[src/rtl/fc_layer_seq.sv]
`timescale 1ns/1ps
`default_nettype none
// ============================================================================
// Module      : fc_layer_seq
// Description : Sequential fully-connected layer. One MAC per cycle over an
//               N_IN-element signed vector for each of N_OUT neurons. Each
//               neuron gets a bias, an arithmetic shift, optional ReLU and
//               saturation to OUT_W. Results stream out under valid/ready.
// Revision    : 1.0 - initial release
// ============================================================================
module fc_layer_seq #(
    parameter  int N_IN  = 9,
    parameter  int N_OUT = 4,
    parameter  int DW    = 8,
    parameter  int ACC_W = 32,
    parameter  int OUT_W = 16,
    parameter  int SHIFT = 0,
    localparam int WA_W  = (N_IN * N_OUT > 1) ? $clog2(N_IN * N_OUT) : 1,
    localparam int JW    = (N_OUT > 1) ? $clog2(N_OUT) : 1
) (
    input  logic                    clk,
    input  logic                    rst,
    input  logic                    w_wr_en,
    input  logic [WA_W-1:0]         w_addr,
    input  logic signed [DW-1:0]    w_data,
    input  logic                    b_wr_en,
    input  logic [JW-1:0]           b_addr,
    input  logic signed [ACC_W-1:0] b_data,
    input  logic                    in_valid,
    output logic                    in_ready,
    input  logic [N_IN*DW-1:0]      in_data,
    input  logic                    relu_en,
    output logic                    out_valid,
    input  logic                    out_ready,
    output logic signed [OUT_W-1:0] out_data,
    output logic [JW-1:0]           out_idx,
    output logic                    busy,
    output logic                    done
);

    localparam int W_DEPTH = N_IN * N_OUT;
    localparam int IW      = (N_IN > 1) ? $clog2(N_IN) : 1;

    localparam logic [WA_W:0] W_DEPTH_V = (WA_W + 1)'(W_DEPTH);
    localparam logic [JW:0]   B_DEPTH_V = (JW + 1)'(N_OUT);
    localparam logic [IW-1:0] I_LAST    = IW'(N_IN - 1);
    localparam logic [JW-1:0] J_LAST    = JW'(N_OUT - 1);

    localparam logic signed [ACC_W-1:0] SAT_MAX = {{(ACC_W - OUT_W + 1){1'b0}}, {(OUT_W - 1){1'b1}}};
    localparam logic signed [ACC_W-1:0] SAT_MIN = {{(ACC_W - OUT_W + 1){1'b1}}, {(OUT_W - 1){1'b0}}};

    typedef enum logic [1:0] {
        ST_IDLE = 2'd0,
        ST_MAC  = 2'd1,
        ST_OUT  = 2'd2
    } state_t;

    state_t                  state_q, state_d;
    logic signed [DW-1:0]    x_q [N_IN];
    logic signed [DW-1:0]    x_d [N_IN];
    logic                    relu_q, relu_d;
    logic [IW-1:0]           i_q, i_d;
    logic [JW-1:0]           j_q, j_d;
    logic signed [ACC_W-1:0] acc_q, acc_d;
    logic                    out_valid_q, out_valid_d;
    logic signed [OUT_W-1:0] out_data_q, out_data_d;
    logic [JW-1:0]           out_idx_q, out_idx_d;
    logic                    in_ready_q, in_ready_d;
    logic                    busy_q, busy_d;
    logic                    done_q, done_d;

    // Coefficient storage: no reset, contents undefined until written.
    logic signed [DW-1:0]    weight_mem [W_DEPTH];
    logic signed [ACC_W-1:0] bias_mem   [N_OUT];

    logic [WA_W-1:0]         mac_addr;
    logic signed [DW-1:0]    mac_w;
    logic signed [2*DW-1:0]  mac_prod;
    logic signed [ACC_W-1:0] acc_sum;
    logic signed [ACC_W-1:0] res_shift;
    logic signed [OUT_W-1:0] res_sat;

    assign in_ready  = in_ready_q;
    assign out_valid = out_valid_q;
    assign out_data  = out_data_q;
    assign out_idx   = out_idx_q;
    assign busy      = busy_q;
    assign done      = done_q;

    // MAC datapath and post-processing of the running sum (shift, ReLU, clamp).
    always_comb begin
        mac_addr  = WA_W'(j_q) * WA_W'(N_IN) + WA_W'(i_q);
        mac_w     = weight_mem[mac_addr];
        mac_prod  = (2 * DW)'(x_q[i_q]) * (2 * DW)'(mac_w);
        acc_sum   = acc_q + ACC_W'(mac_prod);
        res_shift = acc_sum >>> SHIFT;
        if (relu_q && res_shift[ACC_W-1]) begin
            res_shift = '0;
        end
        if (res_shift > SAT_MAX) begin
            res_sat = SAT_MAX[OUT_W-1:0];
        end else if (res_shift < SAT_MIN) begin
            res_sat = SAT_MIN[OUT_W-1:0];
        end else begin
            res_sat = res_shift[OUT_W-1:0];
        end
    end

    // Next-state logic for the IDLE -> MAC -> OUT sequencer and its outputs.
    always_comb begin
        state_d     = state_q;
        x_d         = x_q;
        relu_d      = relu_q;
        i_d         = i_q;
        j_d         = j_q;
        acc_d       = acc_q;
        out_valid_d = out_valid_q;
        out_data_d  = out_data_q;
        out_idx_d   = out_idx_q;
        done_d      = 1'b0;
        case (state_q)
            ST_IDLE: begin
                if (in_valid && in_ready_q) begin
                    for (int k = 0; k < N_IN; k++) begin
                        x_d[k] = in_data[k*DW +: DW];
                    end
                    relu_d  = relu_en;
                    i_d     = '0;
                    j_d     = '0;
                    acc_d   = bias_mem[0];
                    state_d = ST_MAC;
                end
            end
            ST_MAC: begin
                acc_d = acc_sum;
                if (i_q == I_LAST) begin
                    // The result is registered from the sum including the last term.
                    state_d     = ST_OUT;
                    out_valid_d = 1'b1;
                    out_data_d  = res_sat;
                    out_idx_d   = j_q;
                end else begin
                    i_d = i_q + IW'(1);
                end
            end
            ST_OUT: begin
                if (out_ready) begin
                    out_valid_d = 1'b0;
                    if (j_q == J_LAST) begin
                        state_d = ST_IDLE;
                        done_d  = 1'b1;
                    end else begin
                        j_d     = j_q + JW'(1);
                        i_d     = '0;
                        acc_d   = bias_mem[j_q + JW'(1)];
                        state_d = ST_MAC;
                    end
                end
            end
            default: begin
                state_d = ST_IDLE;
            end
        endcase
        in_ready_d = (state_d == ST_IDLE);
        busy_d     = (state_d != ST_IDLE);
    end

    // Control and output registers with synchronous reset.
    always_ff @(posedge clk) begin
        if (rst) begin
            state_q     <= ST_IDLE;
            relu_q      <= 1'b0;
            i_q         <= '0;
            j_q         <= '0;
            acc_q       <= '0;
            out_valid_q <= 1'b0;
            out_data_q  <= '0;
            out_idx_q   <= '0;
            in_ready_q  <= 1'b1;
            busy_q      <= 1'b0;
            done_q      <= 1'b0;
        end else begin
            state_q     <= state_d;
            relu_q      <= relu_d;
            i_q         <= i_d;
            j_q         <= j_d;
            acc_q       <= acc_d;
            out_valid_q <= out_valid_d;
            out_data_q  <= out_data_d;
            out_idx_q   <= out_idx_d;
            in_ready_q  <= in_ready_d;
            busy_q      <= busy_d;
            done_q      <= done_d;
        end
    end

    // Latched input vector; only meaningful after an accept, so no reset.
    always_ff @(posedge clk) begin
        x_q <= x_d;
    end

    // Coefficient writes, honoured only while idle and in range.
    always_ff @(posedge clk) begin
        if (w_wr_en && (state_q == ST_IDLE) && ({1'b0, w_addr} < W_DEPTH_V)) begin
            weight_mem[w_addr] <= w_data;
        end
        if (b_wr_en && (state_q == ST_IDLE) && ({1'b0, b_addr} < B_DEPTH_V)) begin
            bias_mem[b_addr] <= b_data;
        end
    end

endmodule
`default_nettype wire

[config.mk]
export PLATFORM = sky130hd
export DESIGN_NAME = fc_layer_seq
export DESIGN_NICKNAME = d
export VERILOG_FILES = /design/src/rtl/fc_layer_seq.sv
export SDC_FILE = /design/constraint.sdc
export NUM_CORES = 1
export LEC_CHECK = 0
export ABC_AREA = 1
export BUFFER_PORTS_ARGS = -buffer_cell sky130_fd_sc_hd__buf_2
export CAP_MARGIN = 15
export CORE_UTILIZATION = 55
export CTS_CLUSTER_SIZE = 20
export DETAILED_ROUTE_END_ITERATION = 7
export PLACE_DENSITY = 0.73
export SLEW_MARGIN = 0
export SYNTH_ARGS = -nofsm -noshare
export SYNTH_HDL_FRONTEND = slang
export SYNTH_SLANG_ARGS = --single-unit
[constraint.sdc]
create_clock -name clk -period 9.6 [get_ports clk]
set_input_delay 1.92 -clock clk [delete_from_list [all_inputs] [get_ports clk]]
set_output_delay 1.92 -clock clk [all_outputs]
set_load 0.01 [all_outputs]
==> flow_metrics.tcl, run 1 <==
set metrics [dict create \
    drtPass1Iterations 5 \
    dieArea_sq_um 53100 \
    start_util_pct 55.8 \
    syn-num-nets 3009 \
    met1_usage_pct 35.7 \
    status "completed" \
    synth-seq-cells 551 \
    grt_pass1_wl_microns 116000 \
    grt_max_degree 97 \
    finalClockSkew_ps 32.9 \
    hold_end "out_data[15]$_SDFFE_PP0P_" \
    r2r_slack_ps 750 \
    cts.path.max_buffers 3 \
    gr-total-overflow 0 \
    final-seq-area_sq_um 15900 \
    cts_resized 0 \
    synth-seq-area-share_pct 55.5 \
    std_cell_rows 83 \
    crit_slowest_cell "fa_1" \
    crit_buf_inv 9 \
    min_from "out_data[15]$_SDFFE_PP0P_" \
    vias_per_cell 5.87 \
    slowest_delay_ps 920 \
    hpwl_microns 53300 \
    clock_sinks 551 \
    core_sq_um 51400 \
    cts_tree "yes" \
    synth_most_common_cell "nand2_1" \
    nNetsFinal 3143 \
    clk_latency_ps 640 \
    ys_top_cells_by_area "edfxtp_1 51%, fa_1 9.6%, nand2_1 7.6%, a21oi_1 4.5%, dfxtp_1 4.4%" \
    cp.required_ps 10120 \
    postSynthAreaPerCell_sq_um 10.8 \
    gp_congestion 0.934 \
    ant_nets 0 \
    critPathTopFamily "adder cells" \
    clk_pin_slew_ps 70 \
    die_h_microns 230 \
    port-buffer-count 148 \
    cts.root.buffer_cell "clkbuf_16" \
    syn_to_final_growth_pct 11.3 \
    crit_top_cell "nand2_1" \
    wirelength_microns 75800 \
    whs_path_depth 2 \
    synth_top_area_cell "edfxtp_1" \
    r2r-start "i_q[2]$_SDFFE_PP0P_" \
    setup_viol 0 \
    timing.fmax_mhz 113 \
    syn_area_sq_um 28700 \
    worstReg2RegEnd "out_data[0]$_SDFFE_PP0P_" \
    grt_pass1_vias 20268 \
    drive_gt1_share_pct 11.2 \
    synth_top_area_share_pct 51.1 \
    fp.dieW_microns 230 \
    vias 20683 \
    drc_errors 0 \
    reg2regPathDepth 35 \
    synthCells 2662 \
    post_cts_buffers 0 \
    grt_use_total_pct 28.8 \
    tightest_slew_ps 1000 \
    fin_crit_ps 8850 \
    grt_busiest_layer "met2" \
    worstSetupPathType "register to register" \
    relSlewSlack_pct 33.1 \
    tns_ps 0 \
    ys_warn_count 0 \
    drt_iter0_drc 1799 \
    antenna_found_initial 6 \
    hold_viol_final 0 \
    multiInputGateArea_sq_um 11200 \
    synth_cell_types 53 \
    end_kind "register" \
    cts_buffers 54 \
    rsz0062_at_grt "no" \
    synthFlopType "edfxtp_1" \
    drv_slew 0 \
    postCtsHoldBufs 0 \
    ios 149 \
    finalCritPeriodShare_pct 92.2 \
    use_met2_pct 50.2 \
    worstPathMaxFanout 20 \
    async_reset_ff_share_pct 0 \
    startpoint_type "register" \
    grt_use_met3_pct 4.01 \
    drv_cap 0 \
    synth-edff-count 488 \
    yosys-top-cells-count "577 x nand2_1, 488 x edfxtp_1, 282 x inv_1" \
    h-tree-depth 2 \
    wire_per_inst_microns 21.5 \
    num-fill-cells 4079 \
    min-delay-path-class "register to register" \
    crit_arrival_ps 9360 \
]
through the flow:
step | area, sq um | utilization (%) | instances | hold slack, ps | setup slack [ps]
6_report | 31900 | 62.1 | 3526 | 469 | 753
3_5_place_dp | 30200 | 58.8 | 3419 | 458 | 796
2_1_floorplan | 28700 | - | 2662 | 490 | 778
5_1_grt | 31900 | 62.1 | 3521 | 495 | 243
4_1_cts | 31900 | 62.0 | 3520 | 468 | 741
3_3_place_gp | 30200 | 58.7 | 3418 | 456 | 871
area by class of cell:
type | count | area share (%)
antenna | 5 | 0.0392
clock buffer | 75 | 4.69
clock inverter | 26 | 0.572
inverter | 293 | 3.45
multi-input combinational | 1702 | 35.1
sequential | 551 | 49.8
tap | 680 | 2.66
timing repair buffer | 194 | 3.60
layout by cell type (no fill, tap or decap), drive strengths merged, types with 13 or more instances in the layout:
cell type and count:
nand2 590, edfxtp 488, inv 291, a21oi 258, buf 194, nor2 161
fa 138, o21ai 128, nand3 92, ha 82, clkbuf 75, dfxtp 63
a32o 32, a22oi 32, clkinv 26, o211ai 20, o21a 20, nor3 19
o221ai 17, a221oi 17, nand4 15, o311ai 14, a221o 13
sequential cells by signal, indices dropped and copies added (netlist names):
register	cells
state_q	2
bias_mem	128
acc_q	32
done	1
busy	1
weight_mem	288
out_idx	2
in_ready	1
out_data	16
out_valid	1
i_q	4
x_q	72
relu_q	1
j_q	2
kinds of logic after synthesis:
logic type	after synthesis	share of synthesized area, %
AOI/OAI and AO/OA	581	12.5
xor gates and xnor gates	16	0.489
adders and majority gates	220	13.2
buffers and inverters	409	5.63
DFF	551	55.5
and+or+nand+nor	885	12.7
worst register-to-register path, delay by kind of cell (launching register included):
family	cells	cell delay (ps)
adders and majority gates	7	3530
and+or+nand+nor	16	2280
buffers and inverters	9	1880
AOI/OAI and AO/OA	3	690
DFF	1	330
worst max path at each step:
stage	end	startpoint	cells past startpoint	slack, ps
after floorplan	out_data[10]$_SDFFE_PP0P_	i_q[1]$_SDFFE_PP0P_	42	780
after global placement	out_data[6]$_SDFFE_PP0P_	i_q[2]$_SDFFE_PP0P_	31	870
after detailed placement	out_data[4]$_SDFFE_PP0P_	i_q[1]$_SDFFE_PP0P_	33	800
after CTS	out_data[14]$_SDFFE_PP0P_	i_q[1]$_SDFFE_PP0P_	33	740
after global routing	out_data[11]$_SDFFE_PP0P_	i_q[2]$_SDFFE_PP0P_	35	240
final	out_data[0]$_SDFFE_PP0P_	i_q[2]$_SDFFE_PP0P_	35	750
routing by layer:
layer  vias to the layer above  routed length [microns]
li1                       9513                        -
met1                     10174                    28700
met2                       817                    38800
met3                       175                     4890
met4                         4                     3370
met5                         -                       24
Power of run 1 is left out: the tool's default activity adds up to more than one toggle a clock period on the data nets, which glitch-free logic cannot reach.
==> inputs of run 2 (changes only) <==
CORE_UTILIZATION = 62   (was 55)
PLACE_DENSITY = 0.81   (was 0.73)
==> run 2 against run 1 <==
Compared with the run above: first-iteration DRC count up 42%; non-clock buffer count down 8; via count rose by 0.85%; global-route usage rose by 3.8 points; critical path depth rose by 5; sequential cell count unchanged; die area down 11%; worst setup slack lost 120 ps; critical path type unchanged; maximum frequency down 1.3%; clock-buffer cell count shrank 13.
==> flow_metrics.tcl, run 2 (synthesized netlist as in run 1, its figures left out) <==
set metrics [dict create \
    drtPass1Iterations 6 \
    finalCritPeriodShare_pct 93.4 \
    final_cell_mix "577 x nand2_1, 488 x edfxtp_1, 280 x inv_1" \
    timing.fmax_mhz 112 \
    grt_pass1_vias 20890 \
    cts_buffers 53 \
    drt_iter0_drc 2563 \
    end_kind "register" \
    worstPathMaxFanout 18 \
    startpoint_type "register" \
    hpwl_microns 52800 \
    antenna_found_initial 3 \
    dieArea_sq_um 47100 \
    vias 20858 \
    crit_slowest_cell "fa_1" \
    crit_arrival_ps 9510 \
    nNetsFinal 3134 \
    pre_cts_ws_ps 672 \
    die_h_microns 217 \
    ant_nets 0 \
    wire_per_inst_microns 22.1 \
    fin_crit_ps 8970 \
    finalClockSkew_ps 36.5 \
    gp_congestion 0.998 \
    slowest_delay_ps 740 \
    cts_tree "yes" \
    clk_latency_ps 630 \
    rsz0062_at_grt "no" \
    final_common_cell "nand2_1" \
    ios 149 \
    std_cell_rows 78 \
    r2r_slack_ps 630 \
    relSlewSlack_pct 22.3 \
    place_area_sq_um 30000 \
    regMostFlops "weight_mem" \
    gr-total-overflow 0 \
    setup_viol 0 \
    vias_per_cell 6.08 \
    fin_util_pct 70.1 \
    syn_to_final_growth_pct 11.1 \
    cts.path.max_buffers 3 \
    grt_pass1_wl_microns 117000 \
    worstSetupPathType "register to register" \
    clock_sinks 551 \
    min-delay-path-class "register to register" \
    h-tree-depth 2 \
    biggestRegsByFlops "weight_mem: 288 flops, bias_mem: 128 flops, x_q: 72 flops" \
    cp.required_ps 10140 \
    port-buffer-count 148 \
    tightest_slew_ps 1160 \
    fp.dieW_microns 217 \
    core_sq_um 45500 \
    drc_errors 0 \
    grt_use_total_pct 32.5 \
    drv_slew 0 \
    cts.root.buffer_cell "clkbuf_16" \
    wirelength_microns 76000 \
    tns_ps 0 \
    drive_gt1_share_pct 11.2 \
    hold_viol_final 0 \
    status "completed" \
    start_util_pct 63.1 \
    final_area_sq_um 31900 \
    post_cts_buffers 0 \
    drv_cap 0 \
    clk_pin_slew_ps 60 \
    setup_ws_ps 634 \
    largest_register_ffs 288 \
    grt_max_degree 81 \
]
run 2: cell types whose count changed in the layout (fill, tap and decap cells not counted), sizes merged:
cell / before / now
buf: 194 / 185
bufinv: 1 / 8
clkbuf: 75 / 63
clkinv: 26 / 29
clkinvlp: 1 / 2
diode: 5 / 3
inv: 291 / 289
run 2: critical path, delay by kind of cell, from the launching register on:
family	cells	cell delay, ps
AO/OA/AOI/OAI	3	710
adder cells (fa/ha/maj)	9	3960
buffers and inverters	10	1650
flip-flops	1	320
AND/OR/NAND/NOR	18	2300
run 2: worst paths after layout:
path | start | end | cells past startpoint
hold / removal | out_data[15]$_SDFFE_PP0P_ | out_data[15]$_SDFFE_PP0P_ | 2
setup / recovery | j_q[1]$_SDFFE_PP0P_ | out_data[10]$_SDFFE_PP0P_ | 40
hold reg to reg | out_data[15]$_SDFFE_PP0P_ | out_data[15]$_SDFFE_PP0P_ | 2
setup reg to reg | j_q[1]$_SDFFE_PP0P_ | out_data[10]$_SDFFE_PP0P_ | 40
run 2: stage by stage:
step,hold slack (ps),cells
finish,515,3432
global route,545,3429
CTS,499,3427
detailed placement,487,3330
global placement,495,3330
floorplan,490,2662
run 2: final cells by class:
type | count | area (sq um)
clock inverters | 35 | 415
well taps | 600 | 751
flip-flops and latches | 551 | 15900
diodes | 3 | 7.51
inverters | 293 | 1110
clock buffers | 62 | 1360
repair buffers | 186 | 1090
fillers | 3240 | 13600
multi-input cells | 1702 | 11200
run 2: layer usage:
layer  wire, microns  global-route usage (%)  vias up
met1           27500                    40.0    10060
met3            6110                    4.71      217
li1                -                       -     9493
met4            3830                    16.0        2
met5              17                       0        -
met2           38500                    56.4     1086
run 2: repair_timing:
action                                  in CTS  in global routing
hold buffers                                 0                  0
gates resized for setup                      0                  3
endpoints found under the setup margin       0                 14
Power of run 2 is left out for the same reason.
